### config.mk
export PLATFORM = sky130hd
export DESIGN_NAME = dds_pwm_generator
export DESIGN_NICKNAME = d
export VERILOG_FILES = /design/src/rtl/dds_pkg.sv /design/src/rtl/dds_pwm_generator_sine_lut.sv /design/src/rtl/dds_pwm_generator.sv
export SDC_FILE = /design/constraint.sdc
export NUM_CORES = 1
export LEC_CHECK = 0
export ABC_AREA = 0
export CORE_AREA = 2 2 132 134
export DETAILED_ROUTE_END_ITERATION = 8
export DIE_AREA = 0 0 134 136
export GPL_ROUTABILITY_DRIVEN = 0
export GPL_TIMING_DRIVEN = 0
export PLACE_DENSITY = 0.75
export SYNTH_ARGS = -nofsm -noshare
export SYNTH_HDL_FRONTEND = slang
export SYNTH_SLANG_ARGS = --single-unit
### constraint.sdc
create_clock -name clk -period 10 [get_ports clk]
set_clock_uncertainty 0.05 [all_clocks]
set_input_delay 2.5 -clock clk [delete_from_list [all_inputs] [get_ports clk]]
set_output_delay 2.5 -clock clk [all_outputs]
set_load 0.1 [all_outputs]
### src/rtl/dds_pkg.sv
// Shared definitions for the DDS PWM generator: waveform select codes,
// the counter-limit helper and the quarter-wave sine table generator.
package dds_pkg;

   localparam logic [1:0] WAVE_SQUARE = 2'b00;
   localparam logic [1:0] WAVE_SINE   = 2'b01;
   localparam logic [1:0] WAVE_SAW    = 2'b10;
   localparam logic [1:0] WAVE_TRI    = 2'b11;

   // All-ones value of a width-bit counter
   function automatic int unsigned max_count(input int unsigned width);
      return (32'd1 << width) - 32'd1;
   endfunction

   // Offset-binary quarter-wave entry: centre + round(peak * sin(pi/2 * idx/n)),
   // where n = 2^aw - 1 so idx 0 is the centre and idx n is the peak.
   // Sine uses the integer Bhaskara approximation so it folds to constants.
   function automatic int unsigned sine_quarter(input int unsigned idx,
                                                input int unsigned aw,
                                                input int unsigned dw);
      longint unsigned n, a, b, span, pk, num, den, mag;
      n    = (64'd1 << aw) - 64'd1;
      a    = 64'(idx);
      span = 64'd2 * n;
      b    = span - a;
      pk   = (64'd1 << (dw - 1)) - 64'd1;
      num  = 64'd16 * pk * a * b;
      den  = 64'd5 * span * span - 64'd4 * a * b;
      mag  = (num + den / 64'd2) / den;
      return 32'((64'd1 << (dw - 1)) + mag);
   endfunction

endpackage

### src/rtl/dds_pwm_generator_sine_lut.sv
// Combinational sine source: quarter-wave table with quadrant mirroring
// and reflection about the centre code for the negative half-cycle.
module dds_sine_lut
   import dds_pkg::*;
#(
   parameter int unsigned DAC_W  = 8,
   parameter int unsigned LUT_AW = 6
) (
   input  logic [LUT_AW+1:0] phase_top,
   output logic [DAC_W-1:0]  sine_c
);

   localparam int unsigned DEPTH = 32'd1 << LUT_AW;

   logic [DAC_W-1:0]  qtab [DEPTH];
   logic [LUT_AW-1:0] idx;
   logic [DAC_W-1:0]  qval;

   // Constant quarter-wave table
   for (genvar i = 0; i < DEPTH; i++) begin : g_tab
      assign qtab[i] = DAC_W'(sine_quarter(32'(i), LUT_AW, DAC_W));
   end

   // Mirror the index in odd quadrants, reflect about centre in the negative half
   always_comb begin
      idx    = phase_top[LUT_AW] ? ~phase_top[LUT_AW-1:0] : phase_top[LUT_AW-1:0];
      qval   = qtab[idx];
      sine_c = phase_top[LUT_AW+1] ? DAC_W'(~qval + DAC_W'(1)) : qval;
   end

endmodule

### src/rtl/dds_pwm_generator.sv
// DDS function generator driving a single PWM pin.
// Phase accumulator + waveform shaping + amplitude scaling feed a PWM whose
// duty is updated only at period boundaries; config changes go through a
// shadow/pending handshake so they also apply only at boundaries.
// Optional feature macro: PHASE_CLR_EN (adds phase_clr strobe input).
module dds_pwm_generator
   import dds_pkg::*;
#(
   parameter int unsigned PHASE_W = 16,
   parameter int unsigned DAC_W   = 8,
   parameter int unsigned LUT_AW  = 6
) (
   input  logic               clk,
   input  logic               rst_n,
   input  logic               en,
   input  logic               cfg_load,
   input  logic [1:0]         wave_sel,
   input  logic [PHASE_W-1:0] ftw,
   input  logic [DAC_W-1:0]   amp,
`ifdef PHASE_CLR_EN
   input  logic               phase_clr,
`endif
   output logic               cfg_ack,
   output logic               period_start,
   output logic [DAC_W-1:0]   sample,
   output logic               pwm
);

   localparam int unsigned      PROD_W  = 2 * DAC_W + 1;
   localparam logic [DAC_W-1:0] CNT_MAX = DAC_W'(max_count(DAC_W));

   logic [DAC_W-1:0]   pwm_cnt;
   logic [PHASE_W-1:0] phase;
   logic [DAC_W-1:0]   sample_q;
   logic [DAC_W-1:0]   duty_q;
   logic [1:0]         wave_act, wave_sh;
   logic [PHASE_W-1:0] ftw_act, ftw_sh;
   logic [DAC_W-1:0]   amp_act, amp_sh;
   logic               pending;

   logic               boundary_c;
   logic [PHASE_W-1:0] phase_nxt_c;
   logic [DAC_W-1:0]   p_c, tri_c, sine_c, raw_c, scaled_c;
   logic [PROD_W-1:0]  prod_c;

   assign boundary_c = en & (pwm_cnt == CNT_MAX);
   assign p_c        = phase[PHASE_W-1 -: DAC_W];
   assign tri_c      = {p_c[DAC_W-2:0], 1'b0};
   assign sample     = duty_q;

`ifdef PHASE_CLR_EN
   logic clr_req;

   // Hold a phase-clear request until the next enabled boundary
   always_ff @(posedge clk or negedge rst_n) begin
      if (!rst_n) clr_req <= 1'b0;
      else        clr_req <= phase_clr | (clr_req & ~boundary_c);
   end

   assign phase_nxt_c = clr_req ? '0 : phase + ftw_act;
`else
   assign phase_nxt_c = phase + ftw_act;
`endif

   dds_sine_lut #(
      .DAC_W  (DAC_W),
      .LUT_AW (LUT_AW)
   ) u_sine (
      .phase_top (phase[PHASE_W-1 -: LUT_AW+2]),
      .sine_c    (sine_c)
   );

   // Waveform selection from the current phase
   always_comb begin
      raw_c = '0;
      unique case (wave_act)
         WAVE_SQUARE: raw_c = phase[PHASE_W-1] ? '1 : '0;
         WAVE_SINE:   raw_c = sine_c;
         WAVE_SAW:    raw_c = p_c;
         default:     raw_c = phase[PHASE_W-1] ? ~tri_c : tri_c;
      endcase
   end

   // Amplitude scaling with gain (amp+1)/2^DAC_W on the full-width product
   always_comb begin
      prod_c   = PROD_W'(raw_c) * (PROD_W'(amp_act) + PROD_W'(1));
      scaled_c = DAC_W'(prod_c >> DAC_W);
   end

   // PWM counter and phase accumulator, both frozen while disabled
   always_ff @(posedge clk or negedge rst_n) begin
      if (!rst_n) begin
         pwm_cnt <= '0;
         phase   <= '0;
      end else begin
         if (en)         pwm_cnt <= pwm_cnt + DAC_W'(1);
         if (boundary_c) phase   <= phase_nxt_c;
      end
   end

   // Sample pipeline, duty latch at boundary and registered PWM/period outputs
   always_ff @(posedge clk or negedge rst_n) begin
      if (!rst_n) begin
         sample_q     <= '0;
         duty_q       <= '0;
         pwm          <= 1'b0;
         period_start <= 1'b0;
      end else begin
         sample_q     <= scaled_c;
         if (boundary_c) duty_q <= sample_q;
         pwm          <= en & (pwm_cnt < duty_q);
         period_start <= boundary_c;
      end
   end

   // Shadow capture and pending flag; a load on a boundary waits for the next one
   always_ff @(posedge clk or negedge rst_n) begin
      if (!rst_n) begin
         wave_sh <= WAVE_SQUARE;
         ftw_sh  <= '0;
         amp_sh  <= '0;
         pending <= 1'b0;
      end else if (cfg_load) begin
         wave_sh <= wave_sel;
         ftw_sh  <= ftw;
         amp_sh  <= amp;
         pending <= 1'b1;
      end else if (boundary_c) begin
         pending <= 1'b0;
      end
   end

   // Promote pending config to active at a boundary and acknowledge it
   always_ff @(posedge clk or negedge rst_n) begin
      if (!rst_n) begin
         wave_act <= WAVE_SQUARE;
         ftw_act  <= '0;
         amp_act  <= '0;
         cfg_ack  <= 1'b0;
      end else begin
         cfg_ack <= boundary_c & pending;
         if (boundary_c && pending) begin
            wave_act <= wave_sh;
            ftw_act  <= ftw_sh;
            amp_act  <= amp_sh;
         end
      end
   end

endmodule

* Yosys cells after proc, flatten, opt, wreduce, memory -nomap -nowiden
Memories as Yosys holds them, arrays and structs flattened.
Cells that the tools add are included.
** Cells by class
- $add $sub $neg :: 4
- Multiply operators :: 1
- Magnitude comparators :: 2
- Eq/ne operators :: 3
- Multiplexer cells :: 9
- Bitwise logic cells :: 7
- Reduce and logical (&&, ||, !) cells :: 3
** Operator list (number)
- 2-to-1 mux 8 bit :: 5
- case mux 8 bit (3 select lines) :: 1
- adder 16 bit :: 1
- adder 8 x 1 -> 8 bit (second input constant) :: 2
- multiplier 8 x 9 -> 16 bit :: 1
- NOT 8 bit :: 2
- adder 8 x 1 -> 9 bit (second input constant) :: 1
- == test 8 bit (second input constant) :: 1
- < comparator 8 bit :: 1
- >= comparator 7 bit (second input constant) :: 1
- NOT 6 -> 7 bit :: 1
- 2-to-1 mux 6 bit :: 1
- NOT 6 bit :: 1
- bitwise AND 1 bit :: 3
- == test 2 x 1 -> 1 bit (second input constant) :: 1
- == test 2 bit (second input constant) :: 1
- logical NOT 2 bit :: 1
- 2-to-1 mux 1 bit :: 2
- nonzero test 2 bit :: 1
- logical AND 1 bit :: 1
** Storage, ports and cells
- Register bits after elaboration :: 96
- Bits in read-only memories :: 512
- Bits of input ports :: 30
- Output and inout port bits :: 11
- Logic and storage cells :: 44
- Memories :: 1
** Memory list
- (name not given) :: depth 64, bits a word 8, rd ports 1, clocked after Yosys merged registers in 0, write ports 0, RTL line dds_pwm_generator_sine_lut.sv:27 : qval = qtab[idx];

* Depth between registers and ports, before layout
- Depth after elaboration :: 11
- Depth in mapped cells :: 36
- Depth with buffers taken out :: 32

* Cells and area by module
A second synthesis with hierarchy kept.
** Second synthesis, totals
- Cells, all modules :: 909
- Area total of the unflattened synthesis :: 8381.8 sq um
** By module, submodules not included
- dds_pwm_generator :: times used 1, cells an instance 674, area each 6821.5 sq um, sequential area each 2402.3 sq um
- dds_sine_lut :: times used 1, cells an instance 235, area each 1560.2 sq um, sequential area each 0.0 sq um

* Worst setup path after synthesis
Ideal clock, no wire load.
- Path kind :: reg2reg
- Start point :: register phase[14]
- End point :: register sample_q[6]
- Setup time :: 126 ps
- Arrival :: 7143 ps
- Data required time :: 9824 ps
- Setup slack :: 2680 ps
- Stages on the path, launching flop included :: 31
- Path buffers :: 4
- Period minus slack after synthesis :: 7320 ps
- Path through :: dfrtp_1 buf_6 buf_6 buf_4 buf_4 xor2_1 ha_1 nor2b_1 a211oi_1 a311oi_1 o22ai_1 and2_1 ha_1 inv_1 o31a_1 o211a_4 nor2_1 fa_1 fa_1 fa_1 inv_1 fa_1 inv_1 ha_1 and3_1 a211o_1 nand2_1 o21ai_0 a31oi_1 a21oi_1 a311o_1
** On the way
- Word-level cells in the longest chain between the ends :: 10
- Elaborated cells between the ends (all ways) :: 12
- Those cells by class :: 1 x add/sub; 1 x mul; 6 x mux; 3 x bitwise; 1 x memory
** RTL lines
- start, declared :: RTL line dds_pwm_generator.sv:33 : logic [PHASE_W-1:0] phase;
- start signal, assigned :: RTL line dds_pwm_generator.sv:97 : if (boundary_c) phase <= phase_nxt_c;
- 2-to-1 mux 6 bit :: RTL line dds_pwm_generator_sine_lut.sv:26 : idx = phase_top[LUT_AW] ? ~phase_top[LUT_AW-1:0] : phase_top[LUT_AW-1:0];
- NOT 6 -> 7 bit (implied by the code) :: RTL line dds_pwm_generator_sine_lut.sv:27
- memory (64 x 8 bit)
- 2-to-1 mux 8 bit (implied by the code) (2 in series) :: RTL line dds_pwm_generator_sine_lut.sv:27
- NOT 8 bit :: RTL line dds_pwm_generator_sine_lut.sv:28 : sine_c = phase_top[LUT_AW+1] ? DAC_W'(~qval + DAC_W'(1)) : qval;
- adder 8 x 1 -> 8 bit :: RTL line dds_pwm_generator_sine_lut.sv:28
- 2-to-1 mux 8 bit :: RTL line dds_pwm_generator_sine_lut.sv:28
- case mux 8 bit (3 select lines) (*) :: RTL line dds_pwm_generator.sv:76 : unique case (wave_act)
- multiplier 8 x 9 -> 16 bit (*) :: RTL line dds_pwm_generator.sv:86 : prod_c = PROD_W'(raw_c) * (PROD_W'(amp_act) + PROD_W'(1));
- net prod_c[14] :: RTL line dds_pwm_generator.sv:44 : logic [PROD_W-1:0] prod_c;
- end signal, assigned :: RTL line dds_pwm_generator.sv:109 : sample_q <= scaled_c;
- end, declared :: RTL line dds_pwm_generator.sv:34 : logic [DAC_W-1:0] sample_q;
Mark *: on every way through the listed nets, which the timed path passes. The rest lies on a longest branch. The select of a mux whose other input is x is not followed.
A chain may end at the register's enable or synchronous reset.

* Final worst setup path
Ends and elaborated chain as after synthesis.

==> flow_summary_export.csv <==
group,metric,value,unit
clock_network,post-cts-setup-buffer-count,0,
worst_setup_path,rrSetupSlack,1.43,ns
clock_network,insertion_delay,0.34,ns
clock_network,cts_htree_levels,3,
drt,wl_met1,9.261,mm
drt,mean_number_of_vias_per_cell,5.759,
min_path,timing.hold.worst.class,"flop to flop",
worst_setup_path,cp_data_arrival_time,8.74,ns
worst_setup_path,setup.worst_path.end_class,"flop",
die,core.rowCount,48,
yosys,syn_area_per_cell,8.878,sq um
drt,uppermost_signal_routing_layer_after_detailed_routing,"met4",
worst_setup_path,start_kind,"flop",
grt,wire_length_of_the_first_global_routing_pass,33.51,mm
timing,final_hold_viol_count,0,
yosys,synth_area,0.008523,sq mm
grt,grt-ovfl-total,0,
clock_network,cts-resized-gates,0,
yosys,postSynthRegisterBits,96,
timing,final_count_of_pins_violating_max_slew,0,
final_layout,fin_area,0.009507,sq mm
timing,finalCritPeriodShare,85.69,%
outcome,status,"finished clean",
drt,route.vias.total,7141,
timing,worstMarginPinSlew,0.9719,ns
final_layout,syn_to_final_growth,11.54,%
timing,max_freq,116.7,MHz
yosys,synth.lib_cells_used.distinct,88,
power_and_ir_drop,leakage,0.004733,uW
power_and_ir_drop,powerDensity,88.92,mW/mm^2
yosys,synth_ff_type,"sky130_fd_sc_hd__dfrtp_1",
grt,grt_pass1_vias,6869,
worst_setup_path,timing_worst_setup_path_type,"flop to flop",
final_layout,design.final.nets,1148,
yosys,synth.yosys.seq_area_share,28.19,%
die,coreArea,0.01688,sq mm
drt,routed_wire_length_per_instance,16.02,microns
clock_network,cts.clk_slew.worst_paths,0.06,ns
clock_network,cts.sink_count,96,
drt,initialDrtViolationCount,638,
yosys,synth_edf_count,0,
run,timing.max_cap.violations,0,
timing,grt_setup_unrepaired,"no",
place,io_buffers,39,
grt,antenna_found_initial,0,
drt,dr.pass1.iters,6,
drt,met3_wirelength,996,microns
clock_network,cts-buffers-inserted,9,
yosys,synth_cells,960,
clock_network,cts-root-to-sink-buffers,2,
worst_setup_path,cpPeakStageDelay,0.54,ns
drt,route.antenna.remaining_nets,0,
die,initial_core_util,50.50,%
grt,grt_start_max_net_pins,74,
final_layout,drive_above_1_share,8.867,%
drt,post-route-drc-count,0,
die,die_y,136,microns
drt,postRouteWirelength,19.87,mm
worst_setup_path,crit_path_top_delay_cell,"sky130_fd_sc_hd__fa_1",
drt,met2WireLength,9.153,mm
clock_network,clock_tree_from_tritoncts,"done",
worst_setup_path,timing.critical_path.fanout_max,10,
final_layout,antenna-diode-count,0,
clock_network,cts_hold_repair.buffers,0,
place,dp_hpwl,14.86,mm
place,placedInstanceArea,0.009220,sq mm
worst_setup_path,timing.critical_path.required,10.17,ns
die,ioPinCount,41,
yosys,mappedNetlistNets,1097,
yosys,synth-warning-count,0,
die,die_width,134,microns
power_and_ir_drop,worst_ir_drop_vdd,0.1104,mV
timing,timing.setup.tns,0,ns
die,die-area,0.01822,sq mm
power_and_ir_drop,power.total,845.3,uW
grt,globalRouteTotalUtil,22.65,%
timing,setup_viol_count_final,0,
timing,final_period_minus_worst_setup_slack,8.569,ns
yosys,ys_async_sr_fraction,100.0,%
timing,max_slew_margin,35.00,%
clock_network,clk_root_buffer_cell,"sky130_fd_sc_hd__clkbuf_16",
## registers in the layout, summed over array words and instances, names as in the netlist, 2 cells and up
signal / count
wave_sh: 2
ftw_sh: 16
amp_sh: 8
pwm_cnt: 8
phase: 16
sample: 8
sample_q: 8
ftw_act: 16
wave_act: 2
amp_act: 8
## worst max-delay path, delay by kind of cell, from the launching register on
family	cells	cell delay [ns]
AO/OA/AOI/OAI	9	2.60
flip-flops	1	0.41
multiplexers	1	0.14
buffers and inverters	8	1.08
AND/OR/NAND/NOR	7	0.88
adder cells (fa/ha/maj)	7	2.89
XOR/XNOR	1	0.38
## cells by family (layout without fill, tap and decap cells)
logic type / count (synthesis) / in the layout / share of synthesized area, %
AND/OR/NAND/NOR: 350 / 350 / 20.21
adder cells (fa/ha/maj): 107 / 107 / 19.32
buffers and inverters: 131 / 186 / 6.459
XOR/XNOR: 38 / 38 / 3.905
AO/OA/AOI/OAI: 201 / 201 / 17.15
flip-flops: 96 / 96 / 28.19
multiplexers: 37 / 37 / 4.771
## layout by cell type (no fill, tap or decap), types with 27 or more instances in the layout
| master | n |
|---|---|
| sky130_fd_sc_hd__ha_1 | 66 |
| sky130_fd_sc_hd__a21oi_1 | 45 |
| sky130_fd_sc_hd__clkdlybuf4s50_1 | 38 |
| sky130_fd_sc_hd__mux2_2 | 29 |
| sky130_fd_sc_hd__inv_1 | 83 |
| sky130_fd_sc_hd__xnor2_1 | 27 |
| sky130_fd_sc_hd__dfrtp_1 | 96 |
| sky130_fd_sc_hd__nor2_1 | 67 |
| sky130_fd_sc_hd__o21ai_0 | 40 |
| sky130_fd_sc_hd__fa_1 | 41 |
| sky130_fd_sc_hd__nand2_1 | 135 |
## metal layers
layer / vias to the layer above / track usage, %
met5: - / 0
met4: 0 / 6.797
met3: 50 / 2.685
met2: 227 / 36.21
met1: 3449 / 32.40
li1: 3415 / -
## cell type report
cell class	instances	area, sq um
multi-input combinational	733	5570
clock inverter	4	53.80
buffer	47	235.2
inverter	84	315.3
fill	1464	7370
tap	225	281.5
clock buffer	11	232.7
sequential	96	2402
timing repair buffer	40	415.4
## Yosys cell counts (4+ instances only)
| master | count | area share, % |
|---|---|---|
| sky130_fd_sc_hd__nand4_1 | 6 | 0.44 |
| sky130_fd_sc_hd__clkbuf_1 | 22 | 0.97 |
| sky130_fd_sc_hd__nor2b_1 | 11 | 0.81 |
| sky130_fd_sc_hd__o21ai_0 | 40 | 2.3 |
| sky130_fd_sc_hd__or3_1 | 8 | 0.59 |
| sky130_fd_sc_hd__mux2_2 | 29 | 3.8 |
| sky130_fd_sc_hd__or2_1 | 11 | 0.81 |
| sky130_fd_sc_hd__a21o_1 | 18 | 1.6 |
| sky130_fd_sc_hd__mux2i_1 | 8 | 0.94 |
| sky130_fd_sc_hd__nor3_1 | 14 | 0.82 |
| sky130_fd_sc_hd__and3_1 | 7 | 0.51 |
| sky130_fd_sc_hd__dfrtp_1 | 96 | 28 |
| sky130_fd_sc_hd__nand2b_1 | 21 | 1.5 |
| sky130_fd_sc_hd__buf_2 | 11 | 0.65 |
| sky130_fd_sc_hd__o21a_1 | 4 | 0.35 |
| sky130_fd_sc_hd__xor2_1 | 11 | 1.1 |
| sky130_fd_sc_hd__nand3b_1 | 6 | 0.53 |
| sky130_fd_sc_hd__a211oi_1 | 10 | 0.88 |
| sky130_fd_sc_hd__nand4b_1 | 4 | 0.41 |
| sky130_fd_sc_hd__nor2_1 | 67 | 3.0 |
| sky130_fd_sc_hd__a21oi_1 | 45 | 2.6 |
| sky130_fd_sc_hd__ha_1 | 66 | 9.7 |
| sky130_fd_sc_hd__a31oi_1 | 7 | 0.51 |
| sky130_fd_sc_hd__o22ai_1 | 10 | 0.73 |
| sky130_fd_sc_hd__fa_1 | 41 | 9.6 |
| sky130_fd_sc_hd__a211o_1 | 5 | 0.51 |
| sky130_fd_sc_hd__nand2_1 | 135 | 5.9 |
| sky130_fd_sc_hd__nor3b_1 | 5 | 0.44 |
| sky130_fd_sc_hd__o31ai_1 | 7 | 0.62 |
| sky130_fd_sc_hd__or2_2 | 10 | 0.73 |
| sky130_fd_sc_hd__o21ai_1 | 4 | 0.23 |
| sky130_fd_sc_hd__inv_1 | 83 | 3.7 |
| sky130_fd_sc_hd__buf_4 | 6 | 0.53 |
| sky130_fd_sc_hd__xnor2_1 | 27 | 2.8 |
| sky130_fd_sc_hd__buf_1 | 5 | 0.22 |
| sky130_fd_sc_hd__o211ai_1 | 4 | 0.35 |
| sky130_fd_sc_hd__a22o_1 | 4 | 0.41 |
| sky130_fd_sc_hd__nand3_1 | 19 | 1.1 |
## metrics by stage
stage	util (%)	hold slack, ns	std cells	setup slack [ns]
after floorplan	-	0.3643	960	2.680
after global placement	54.49	0.3662	1224	1.694
after detailed placement	54.63	0.3827	1225	1.561
after CTS	56.33	0.4051	1240	1.527
after global routing	56.33	0.4274	1240	0.9685
final	56.33	0.4037	1240	1.431
## final timing paths
check                       startpoint          end  cells past startpoint
min reg2reg                sample_q[5]    sample[5]                      2
min in group asynchronous        rst_n  sample_q[3]                      1
max                          phase[14]  sample_q[6]                     33
min                        sample_q[5]    sample[5]                      2
max reg2reg                  phase[14]  sample_q[6]                     33
max in group asynchronous        rst_n    phase[15]                      2
## power breakdown
part           internal (uW)  switching [uW]
sequential               412            23.3
clock                    194             146
combinational           41.8            28.5
total                    648             198
No activity file was read; power rests on OpenSTA's default activity.
